`src/rtl/imu_bias_cal_pkg.sv`:
```
// Shared state encoding and saturating-subtract helper for the IMU gyro bias calibrator.
package imu_bias_cal_pkg;

    typedef enum logic [1:0] {
        S_DISCARD = 2'd0,
        S_ACC     = 2'd1,
        S_BIAS    = 2'd2,
        S_RUN     = 2'd3
    } state_t;

    // a - b evaluated one bit wider than the operands, clamped to a signed width-bit range
    function automatic logic signed [31:0] sat_sub(input logic signed [31:0] a,
                                                   input logic signed [31:0] b,
                                                   input int width);
        logic signed [32:0] d;
        logic signed [32:0] hi;
        logic signed [32:0] lo;
        d  = $signed({a[31], a}) - $signed({b[31], b});
        hi = (33'sd1 <<< (width - 1)) - 33'sd1;
        lo = -(33'sd1 <<< (width - 1));
        if (d > hi)
            return hi[31:0];
        else if (d < lo)
            return lo[31:0];
        else
            return d[31:0];
    endfunction

endpackage

```
`src/rtl/imu_bias_cal_ch.sv`:
```
// One gyro axis: sums calibration samples, latches the floored mean as bias and
// emits bias-corrected, saturated samples one cycle after each run-mode strobe.
module bias_acc_ch
    import imu_bias_cal_pkg::*;
#(
    parameter int WIDTH    = 16,
    parameter int CAL_LOG2 = 6
) (
    input  logic                    clk,
    input  logic                    rst_n,
    input  logic                    acc_clr,
    input  logic                    acc_en,
    input  logic                    bias_ld,
    input  logic                    out_en,
    input  logic signed [WIDTH-1:0] sample,
    output logic signed [WIDTH-1:0] bias,
    output logic signed [WIDTH-1:0] corr
);

    logic signed [WIDTH+CAL_LOG2-1:0] acc;
    logic signed [WIDTH+CAL_LOG2-1:0] sample_ext;
    logic signed [31:0]               sample_32;
    logic signed [31:0]               bias_32;

    assign sample_ext = {{CAL_LOG2{sample[WIDTH-1]}}, sample};
    assign sample_32  = {{(32-WIDTH){sample[WIDTH-1]}}, sample};
    assign bias_32    = {{(32-WIDTH){bias[WIDTH-1]}}, bias};

    always_ff @(posedge clk or negedge rst_n) begin
        if (!rst_n) begin
            acc  <= '0;
            bias <= '0;
            corr <= '0;
        end else begin
            if (acc_clr)
                acc <= '0;
            else if (acc_en)
                acc <= acc + sample_ext;
            // Taking the WIDTH bits above the fraction is an arithmetic shift with floor rounding
            if (bias_ld)
                bias <= acc[CAL_LOG2 +: WIDTH];
            if (out_en)
                corr <= WIDTH'(sat_sub(sample_32, bias_32, WIDTH));
        end
    end

endmodule

```
`src/rtl/imu_bias_cal.sv`:
```
// Gyro bias calibrator: drops settling samples, averages 2^CAL_LOG2 gyro samples, then
// forwards bias-corrected samples with 1-cycle latency. No backpressure: strobes outside run mode are consumed or dropped.
module imu_bias_cal
    import imu_bias_cal_pkg::*;
#(
    parameter int WIDTH    = 16,
    parameter int CAL_LOG2 = 6,
    parameter int DISCARD  = 8
) (
    input  logic                    clk,
    input  logic                    rst_n,
    input  logic                    in_valid,
    input  logic signed [WIDTH-1:0] accel_x_in,
    input  logic signed [WIDTH-1:0] accel_y_in,
    input  logic signed [WIDTH-1:0] accel_z_in,
    input  logic signed [WIDTH-1:0] gyro_x_in,
    input  logic signed [WIDTH-1:0] gyro_y_in,
    input  logic                    recal,
    output logic                    out_valid,
    output logic signed [WIDTH-1:0] accel_x_out,
    output logic signed [WIDTH-1:0] accel_y_out,
    output logic signed [WIDTH-1:0] accel_z_out,
    output logic signed [WIDTH-1:0] gyro_x_out,
    output logic signed [WIDTH-1:0] gyro_y_out,
    output logic                    cal_done,
    output logic signed [WIDTH-1:0] gyro_x_bias,
    output logic signed [WIDTH-1:0] gyro_y_bias
);

    localparam int CW_ACC  = CAL_LOG2 + 1;
    localparam int CW_DISC = $clog2(DISCARD + 1);
    localparam int CW      = (CW_ACC > CW_DISC) ? CW_ACC : CW_DISC;
    localparam logic [CW-1:0] DISC_LAST = CW'((DISCARD > 0) ? DISCARD - 1 : 0);
    localparam logic [CW-1:0] ACC_LAST  = CW'((1 << CAL_LOG2) - 1);

    state_t        state, state_nxt;
    logic [CW-1:0] cnt, cnt_nxt;
    logic          acc_clr, acc_en, bias_ld, out_en;

    always_ff @(posedge clk or negedge rst_n) begin
        if (!rst_n) begin
            state <= S_DISCARD;
            cnt   <= '0;
        end else begin
            state <= state_nxt;
            cnt   <= cnt_nxt;
        end
    end

    always_comb begin
        state_nxt = state;
        cnt_nxt   = cnt;
        acc_clr   = 1'b0;
        acc_en    = 1'b0;
        bias_ld   = 1'b0;
        out_en    = 1'b0;
        case (state)
            S_DISCARD: begin
                if (DISCARD == 0) begin
                    state_nxt = S_ACC;
                end else if (in_valid) begin
                    if (cnt == DISC_LAST) begin
                        cnt_nxt   = '0;
                        state_nxt = S_ACC;
                    end else begin
                        cnt_nxt = cnt + CW'(1);
                    end
                end
            end
            S_ACC: begin
                if (in_valid) begin
                    acc_en = 1'b1;
                    if (cnt == ACC_LAST) begin
                        cnt_nxt   = '0;
                        state_nxt = S_BIAS;
                    end else begin
                        cnt_nxt = cnt + CW'(1);
                    end
                end
            end
            S_BIAS: begin
                bias_ld   = 1'b1;
                state_nxt = S_RUN;
            end
            S_RUN: begin
                out_en = in_valid;
            end
            default: state_nxt = S_DISCARD;
        endcase
        // A restart request overrides whatever the current state wanted to do with this cycle
        if (recal) begin
            state_nxt = S_DISCARD;
            cnt_nxt   = '0;
            acc_clr   = 1'b1;
            acc_en    = 1'b0;
            bias_ld   = 1'b0;
            out_en    = 1'b0;
        end
    end

    assign cal_done = (state == S_RUN);

    always_ff @(posedge clk or negedge rst_n) begin
        if (!rst_n) begin
            out_valid   <= 1'b0;
            accel_x_out <= '0;
            accel_y_out <= '0;
            accel_z_out <= '0;
        end else begin
            out_valid <= out_en;
            if (out_en) begin
                accel_x_out <= accel_x_in;
                accel_y_out <= accel_y_in;
                accel_z_out <= accel_z_in;
            end
        end
    end

    bias_acc_ch #(.WIDTH(WIDTH), .CAL_LOG2(CAL_LOG2)) u_ch_x (
        .clk     (clk),
        .rst_n   (rst_n),
        .acc_clr (acc_clr),
        .acc_en  (acc_en),
        .bias_ld (bias_ld),
        .out_en  (out_en),
        .sample  (gyro_x_in),
        .bias    (gyro_x_bias),
        .corr    (gyro_x_out)
    );

    bias_acc_ch #(.WIDTH(WIDTH), .CAL_LOG2(CAL_LOG2)) u_ch_y (
        .clk     (clk),
        .rst_n   (rst_n),
        .acc_clr (acc_clr),
        .acc_en  (acc_en),
        .bias_ld (bias_ld),
        .out_en  (out_en),
        .sample  (gyro_y_in),
        .bias    (gyro_y_bias),
        .corr    (gyro_y_out)
    );

endmodule

```
`config.mk`:
```
export PLATFORM = sky130hd
export DESIGN_NAME = imu_bias_cal
export DESIGN_NICKNAME = d
export VERILOG_FILES = /design/src/rtl/imu_bias_cal_pkg.sv /design/src/rtl/imu_bias_cal_ch.sv /design/src/rtl/imu_bias_cal.sv
export SDC_FILE = /design/constraint.sdc
export NUM_CORES = 1
export LEC_CHECK = 0
export BUFFER_PORTS_ARGS = -buffer_cell sky130_fd_sc_hd__buf_2
export CORE_UTILIZATION = 42
export DETAILED_ROUTE_END_ITERATION = 8
export PLACE_DENSITY = 0.7
export SLEW_MARGIN = 20
export SYNTH_ARGS = -nofsm -noshare
export SYNTH_HDL_FRONTEND = slang
export SYNTH_SLANG_ARGS = --single-unit
```
`constraint.sdc`:
```
create_clock -name clk -period 7.47 [get_ports clk]
set_clock_uncertainty 0.2 [all_clocks]
set_input_delay 0.3735 -clock clk [delete_from_list [all_inputs] [get_ports clk]]
set_output_delay 0.3735 -clock clk [all_outputs]
set_load 0.03 [all_outputs]
```
==> impl_metrics.yaml, run 1 <==
status:
  status: "finished, final reports clean"
setup_path:
  r2r-end: "u_ch_x.corr[2]$_DFFE_PN0P_"
  start_kind: "register"
  criticalPathCategory: "register to register"
  cp_max_fo: 19
  rrSetupSlack_ps: 3970
  rr_startpoint: "u_ch_x.bias[0]$_DFFE_PN0P_"
  crit_path_end_kind: "register"
  r2r_cells: 10
  arrival_ps: 3630
  required_ps: 7610
timing:
  finalCritPeriodShare_pct: 46.81
  final-hold-violation-count: 0
  worst_slew_pin_slew_ps: 911.2
  post-route-min-period_ps: 3496
  fmax_mhz: 286.0
  rsz0062_at_grt: "no"
  setup_tns_ps: 0
  slew_headroom_pct: 39.25
  finalSetupViolCount: 0
  worst_hold_slack_ps: 15.63
  worst_slack_ps: 3974
  final-max-slew-violation-count: 0
power_and_ir_drop:
  p_sw_mw: 1.999
  total_power_mw: 4.480
  comb_power_share_pct: 48.4
  peakVddDrop_v: 0.0001761
  clock_power_share_pct: 20.4
  powerDensity_mw_per_mm2: 356.9
  p_sw_share_pct: 44.62
  seq_power_share_pct: 31.1
  p_int_mw: 2.481
  leakagePower_nw: 6.290
clock_tree:
  clockBufferDepth: 2
  clkSinkCount: 166
  cts_buffers: 17
  post_cts_resized: 0
  cts-root-buf: "clkbuf_16"
  clk_pin_slew_ps: 60
  cts_tree: "built"
  cts-htree-levels: 4
  clk_latency_ps: 430
grt:
  grt_start_max_net_pins: 97
  use_met1_pct: 29.90
  groute.usage.overall_pct: 22.59
  grt.overflow.total: 0
  grt_pass1_vias: 8832
  antenna_found_initial: 1
  grt_first_pass_wirelength_um: 44170
  top_usage_layer: "met2"
  grt_use_met2_pct: 37.47
  met3_usage_pct: 3.805
yosys:
  synth_common_cells: "285 x nand2_1, 166 x dfrtp_1, 83 x a21oi_1"
  synthMuxAreaShare_pct: 0.7232
  synth_area_leaders: "dfrtp_1 41%, nand2_1 10%, ha_1 9.7%, a21oi_1 4.1%, o21ai_0 3.3%"
  synthFlopType: "dfrtp_1"
  yosys_warnings: 0
  synthCells: 1189
  yosysSeqAreaShare_pct: 40.70
  synthAdderAreaFrac_pct: 10.76
  yosys.area.top_type: "dfrtp_1"
  yosys_register_bits: 166
  synth_xor_area_share_pct: 4.119
  synth_top_family_by_area: "compound AO/OA/AOI/OAI gates"
  synthesis.area_mm2: 0.01021
  synthSimpleGateAreaFrac_pct: 19.23
  synth_top_area_share_pct: 40.70
  synth_cell_types: 72
  synthMostInstantiatedCell: "nand2_1"
  synth_edf_count: 0
  syn_area_per_cell_um2: 8.585
  synth.net_count: 1356
  synthArstFlopShare_pct: 100.0
  synth_compound_area_share_pct: 20.51
detailed_routing:
  ant_nets: 0
  avgViaCountPerCell: 5.316
  drc: 0
  drtPass1Iterations: 6
  wl_per_cell_um: 16.16
  wirelength_um: 28150
  num_vias: 9261
  drt-initial-drc-count: 749
worst_hold_path:
  whs_path_depth: 3
  worstHoldStart: "accel_z_in[0]"
  hold_path_end: "accel_z_out[0]$_DFFE_PN0P_"
  min_path_type: "input port to register"
floorplanning:
  fp.dieW_um: 157.9
  die_area_mm2: 0.02493
  io_pins: 198
  die_y_um: 157.9
  rows: 56
  start_util_pct: 43.10
  fp.coreArea_mm2: 0.02368
place:
  place_inst: 1662
  port_buffers: 197
  place_ws_ps: 3743
  hpwlAfterDp_um: 20160
  finalWeightedCongestion: 0.9194
  placed_area_mm2: 0.01147
flow_run:
  drv_cap: 0
final_layout:
  fin_area_mm2: 0.01255
  syn_to_final_growth_pct: 22.97
  layout-drive-gt1-share_pct: 18.64
  fin_cells: 1742
  post-route-util_pct: 53.00
  num-nets-final: 1577
[timing repair]
item                      in CTS  in global routing
hold endpoints to repair     142                  0
hold buffers                  48                  0
buffers inserted               0                  0
[cells in the final DEF, fill, tap and decap left out, types with 10 or more instances in the layout]
cell type,n
dfrtp_1,166
o21ai_1,25
nor2b_1,13
a21o_1,32
clkbuf_16,17
o221a_2,11
a21oi_1,83
dlygate4sd3_1,48
buf_2,196
xnor2_1,34
nand3_1,23
xor2_1,14
o21a_1,10
nand2_1,285
inv_1,55
o21ai_0,67
a31oi_1,19
nor3_1,12
ha_1,79
nor2_1,64
[kinds of logic (layout without fill, tap and decap cells)]
group                    count (synthesis)  count (layout)
buffers and inverters                  106             339
flip-flops                             166             166
adder cells (fa/ha/maj)                 86              86
multiplexers                             7               7
AO/OA/AOI/OAI                          320             320
other                                    0               1
XOR/XNOR                                48              48
AND/OR/NAND/NOR                        456             456
[flip-flops by register name, summed over array words and instances (netlist names)]
signal	flops
u_ch_y.bias	16
state	2
out_valid	1
u_ch_y.corr	16
u_ch_y.acc	22
u_ch_x.bias	16
cnt	7
accel_y_out	16
accel_x_out	16
u_ch_x.corr	16
u_ch_x.acc	22
accel_z_out	16
[final cells by class]
cell class | count | area [um2]
antenna | 1 | 2.502
inverter | 56 | 210.2
clock buffer | 18 | 429.2
timing repair buffer | 252 | 1525
tap | 319 | 399.1
clock inverter | 13 | 170.2
multi-input combinational | 917 | 5662
fill | 2179 | 11130
sequential | 166 | 4154
[power by group through the flow]
stage          Combinational (mW)  Clock [mW]  Sequential, mW
2_1_floorplan                1.06           0            1.87
3_3_place_gp                 2.11           0            1.40
3_5_place_dp                 2.14           0            1.41
4_1_cts                      2.17       0.936            1.39
5_1_grt                      2.38       0.969            1.43
6_report                     2.17       0.916            1.40
[how the worst max path moves through the flow]
stage | startpoint | to | slack [ps] | cells past startpoint
detailed placement | recal | u_ch_y.corr[11]$_DFFE_PN0P_ | 3740 | 9
CTS | u_ch_x.bias[0]$_DFFE_PN0P_ | u_ch_x.corr[2]$_DFFE_PN0P_ | 3980 | 10
global placement | gyro_x_in[0] | u_ch_x.corr[10]$_DFFE_PN0P_ | 3860 | 12
floorplan | u_ch_x.bias[0]$_DFFE_PN0P_ | u_ch_x.corr[0]$_DFFE_PN0P_ | 4380 | 11
finish | u_ch_x.bias[0]$_DFFE_PN0P_ | u_ch_x.corr[2]$_DFFE_PN0P_ | 3970 | 10
global route | u_ch_x.bias[0]$_DFFE_PN0P_ | u_ch_x.corr[2]$_DFFE_PN0P_ | 3740 | 10
[worst max-delay path, cell delays in order (launching register included)]
cell	delay [ps]
dfrtp_1	390
ha_1	210
fa_1	400
nand2b_1	180
a21oi_1	180
o21ai_1	150
o211ai_1	320
a21boi_1	150
o21ai_2	620
o211ai_2	360
o21ai_1	250
[per-layer routing]
layer | wire length (um) | vias up
met1 | 13040 | 4393
met5 | 0 | -
met2 | 13040 | 245
met4 | 447 | 0
li1 | - | 4592
met3 | 1617 | 31
Note: power is estimated with default switching activity, not from simulation.
==> run 2: changes to the inputs <==
==> constraint.sdc (replaced) <==
create_clock -name clk -period 3.55 [get_ports clk]
set_clock_uncertainty 0.2 [all_clocks]
set_input_delay 0.1775 -clock clk [delete_from_list [all_inputs] [get_ports clk]]
set_output_delay 0.1775 -clock clk [all_outputs]
set_load 0.03 [all_outputs]
==> run 2 against run 1 <==
Effect of this change: clock-buffer cell count unchanged; sequential power increased by 110%; final area is 0.66% higher; setup slack worse by 3700 ps; clock power is 100% higher; global-route usage grew 0.20 points; flip-flop and latch count stayed put; cell count rose by 0.63%; die area unchanged; total power is 110% higher.
==> impl_metrics.yaml, run 2 (synthesized netlist as in run 1, its figures left out) <==
floorplanning:
  fp.dieW_um: 157.9
  fp.coreArea_mm2: 0.02368
  die_area_mm2: 0.02493
  io_pins: 198
  start_util_pct: 43.10
  die_y_um: 157.9
  rows: 56
timing:
  slew_headroom_pct: 50.04
  finalCritPeriodShare_pct: 93.02
  finalSetupViolCount: 0
  post-route-min-period_ps: 3302
  worst_slew_pin_slew_ps: 747.9
  worst_slack_ps: 247.7
  final-hold-violation-count: 0
  setup_tns_ps: 0
  fmax_mhz: 302.8
  rsz0062_at_grt: "no"
  final-max-slew-violation-count: 0
clock_tree:
  cts-root-buf: "clkbuf_16"
  cts-htree-levels: 4
  clk_latency_ps: 440
  clkSinkCount: 166
  cts_buffers: 17
  clockBufferDepth: 2
  clk_pin_slew_ps: 70
  cts_tree: "built"
  post-cts-setup-buffer-count: 0
detailed_routing:
  drtPass1Iterations: 5
  wl_per_cell_um: 16.13
  avgViaCountPerCell: 5.330
  ant_nets: 0
  drc: 0
  wirelength_um: 28280
  drt-initial-drc-count: 624
  num_vias: 9343
flow_run:
  drv_cap: 0
grt:
  grt.overflow.total: 0
  grt_pass1_vias: 8922
  use_met1_pct: 28.88
  met3_usage_pct: 3.641
  antenna_found_initial: 0
  top_usage_layer: "met2"
  grt_first_pass_wirelength_um: 44710
  groute.usage.overall_pct: 22.79
  grt_start_max_net_pins: 74
  grt_use_met2_pct: 39.79
setup_path:
  arrival_ps: 3470
  start_kind: "input port"
  cpMaxStageDelayCell: "dlygate4sd3_1"
  critical-path-top-delay-family: "compound AO/OA/AOI/OAI gates"
  max_stage_delay_ps: 530
  crit_top_cell: "a21o_1"
  crit_path_cell_trace: "dlygate4sd3_1 > buf_2 > ha_1 > fa_1 > a21o_1 > a21o_1 > a211oi_1 > o221ai_1 > o41ai_2 > o21ai_1 > or4b_1 > nand3_1"
  required_ps: 3710
  criticalPathCategory: "input port to register"
  cp_num_buf_inv: 2
  crit_path_end_kind: "register"
  cp_max_fo: 4
power_and_ir_drop:
  powerDensity_mw_per_mm2: 738.6
  leakagePower_nw: 6.326
  total_power_mw: 9.332
  peakVddDrop_v: 0.0003630
place:
  hpwlAfterDp_um: 20410
  finalWeightedCongestion: 0.8813
  port_buffers: 197
  place_ws_ps: 329.4
final_layout:
  final_common_cell: "nand2_1"
  num_antenna_cells: 0
  post-route-util_pct: 53.35
  layout-drive-gt1-share_pct: 19.11
  fillCellCount: 2150
  reg_top3: "u_ch_x.acc (22), u_ch_y.acc (22)"
  num-nets-final: 1588
  syn_to_final_growth_pct: 23.78
  final_cell_mix: "285 x nand2_1, 196 x buf_2, 166 x dfrtp_1, 83 x a21oi_1, 79 x ha_1"
worst_hold_path:
  min_path_type: "input port to register"
status:
  status: "finished, final reports clean"
## run 2: final timing paths
path / from / to / cells after the start / slack (ps)
worst max-delay path: gyro_x_in[0] / u_ch_x.acc[18]$_DFFE_PN0P_ / 12 / 250
worst min-delay path: recal / u_ch_y.acc[10]$_DFFE_PN0P_ / 2 / 40
worst max register to register: u_ch_x.acc[0]$_DFFE_PN0P_ / u_ch_x.acc[18]$_DFFE_PN0P_ / 10 / 300
worst min register to register: accel_z_out[14]$_DFFE_PN0P_ / accel_z_out[14]$_DFFE_PN0P_ / 2 / 270
max in group asynchronous: rst_n / u_ch_x.bias[4]$_DFFE_PN0P_ / 3 / 2100
min in group asynchronous: rst_n / u_ch_y.acc[3]$_DFFE_PN0P_ / 2 / 110
## run 2: stage by stage
| stage | cells | area, um2 | hold slack [ps] |
|---|---|---|---|
| after global routing | 1753 | 12630 | 64.92 |
| final | 1753 | 12630 | 37.76 |
| after global placement | 1670 | 11550 | 47.03 |
| after detailed placement | 1670 | 11550 | 43.27 |
| after CTS | 1753 | 12630 | 37.67 |
| after floorplan | 1189 | 10210 | -318.1 |
## run 2: power by group
group	switching (mW)	internal, mW	leakage (nW)	total (mW)
sequential	0.405	2.52	2.20	2.92
clock	0.847	0.984	0.262	1.83
combinational	2.97	1.61	3.86	4.58
total	4.22	5.11	6.33	9.33
## run 2: final cells by class
type / instances / area, um2 / share of cell area [%]
multi-input cells: 917 / 5662 / 44.81
flip-flops and latches: 166 / 4154 / 32.88
repair buffers: 263 / 1640 / 12.98
clock buffers: 18 / 429.2 / 3.397
well taps: 319 / 399.1 / 3.159
inverters: 56 / 210.2 / 1.664
clock inverters: 14 / 140.1 / 1.109
## run 2: repair_timing
item / in CTS / in global routing
endpoints found under the hold margin: 121 / 0
resized for setup: 0 / 0
hold buffers: 51 / 0
## run 2: per-layer routing
metal	up-vias	wire, um
met5	-	0
met4	0	489
met3	33	1709
met2	263	13510
met1	4433	12570
li1	4614	-
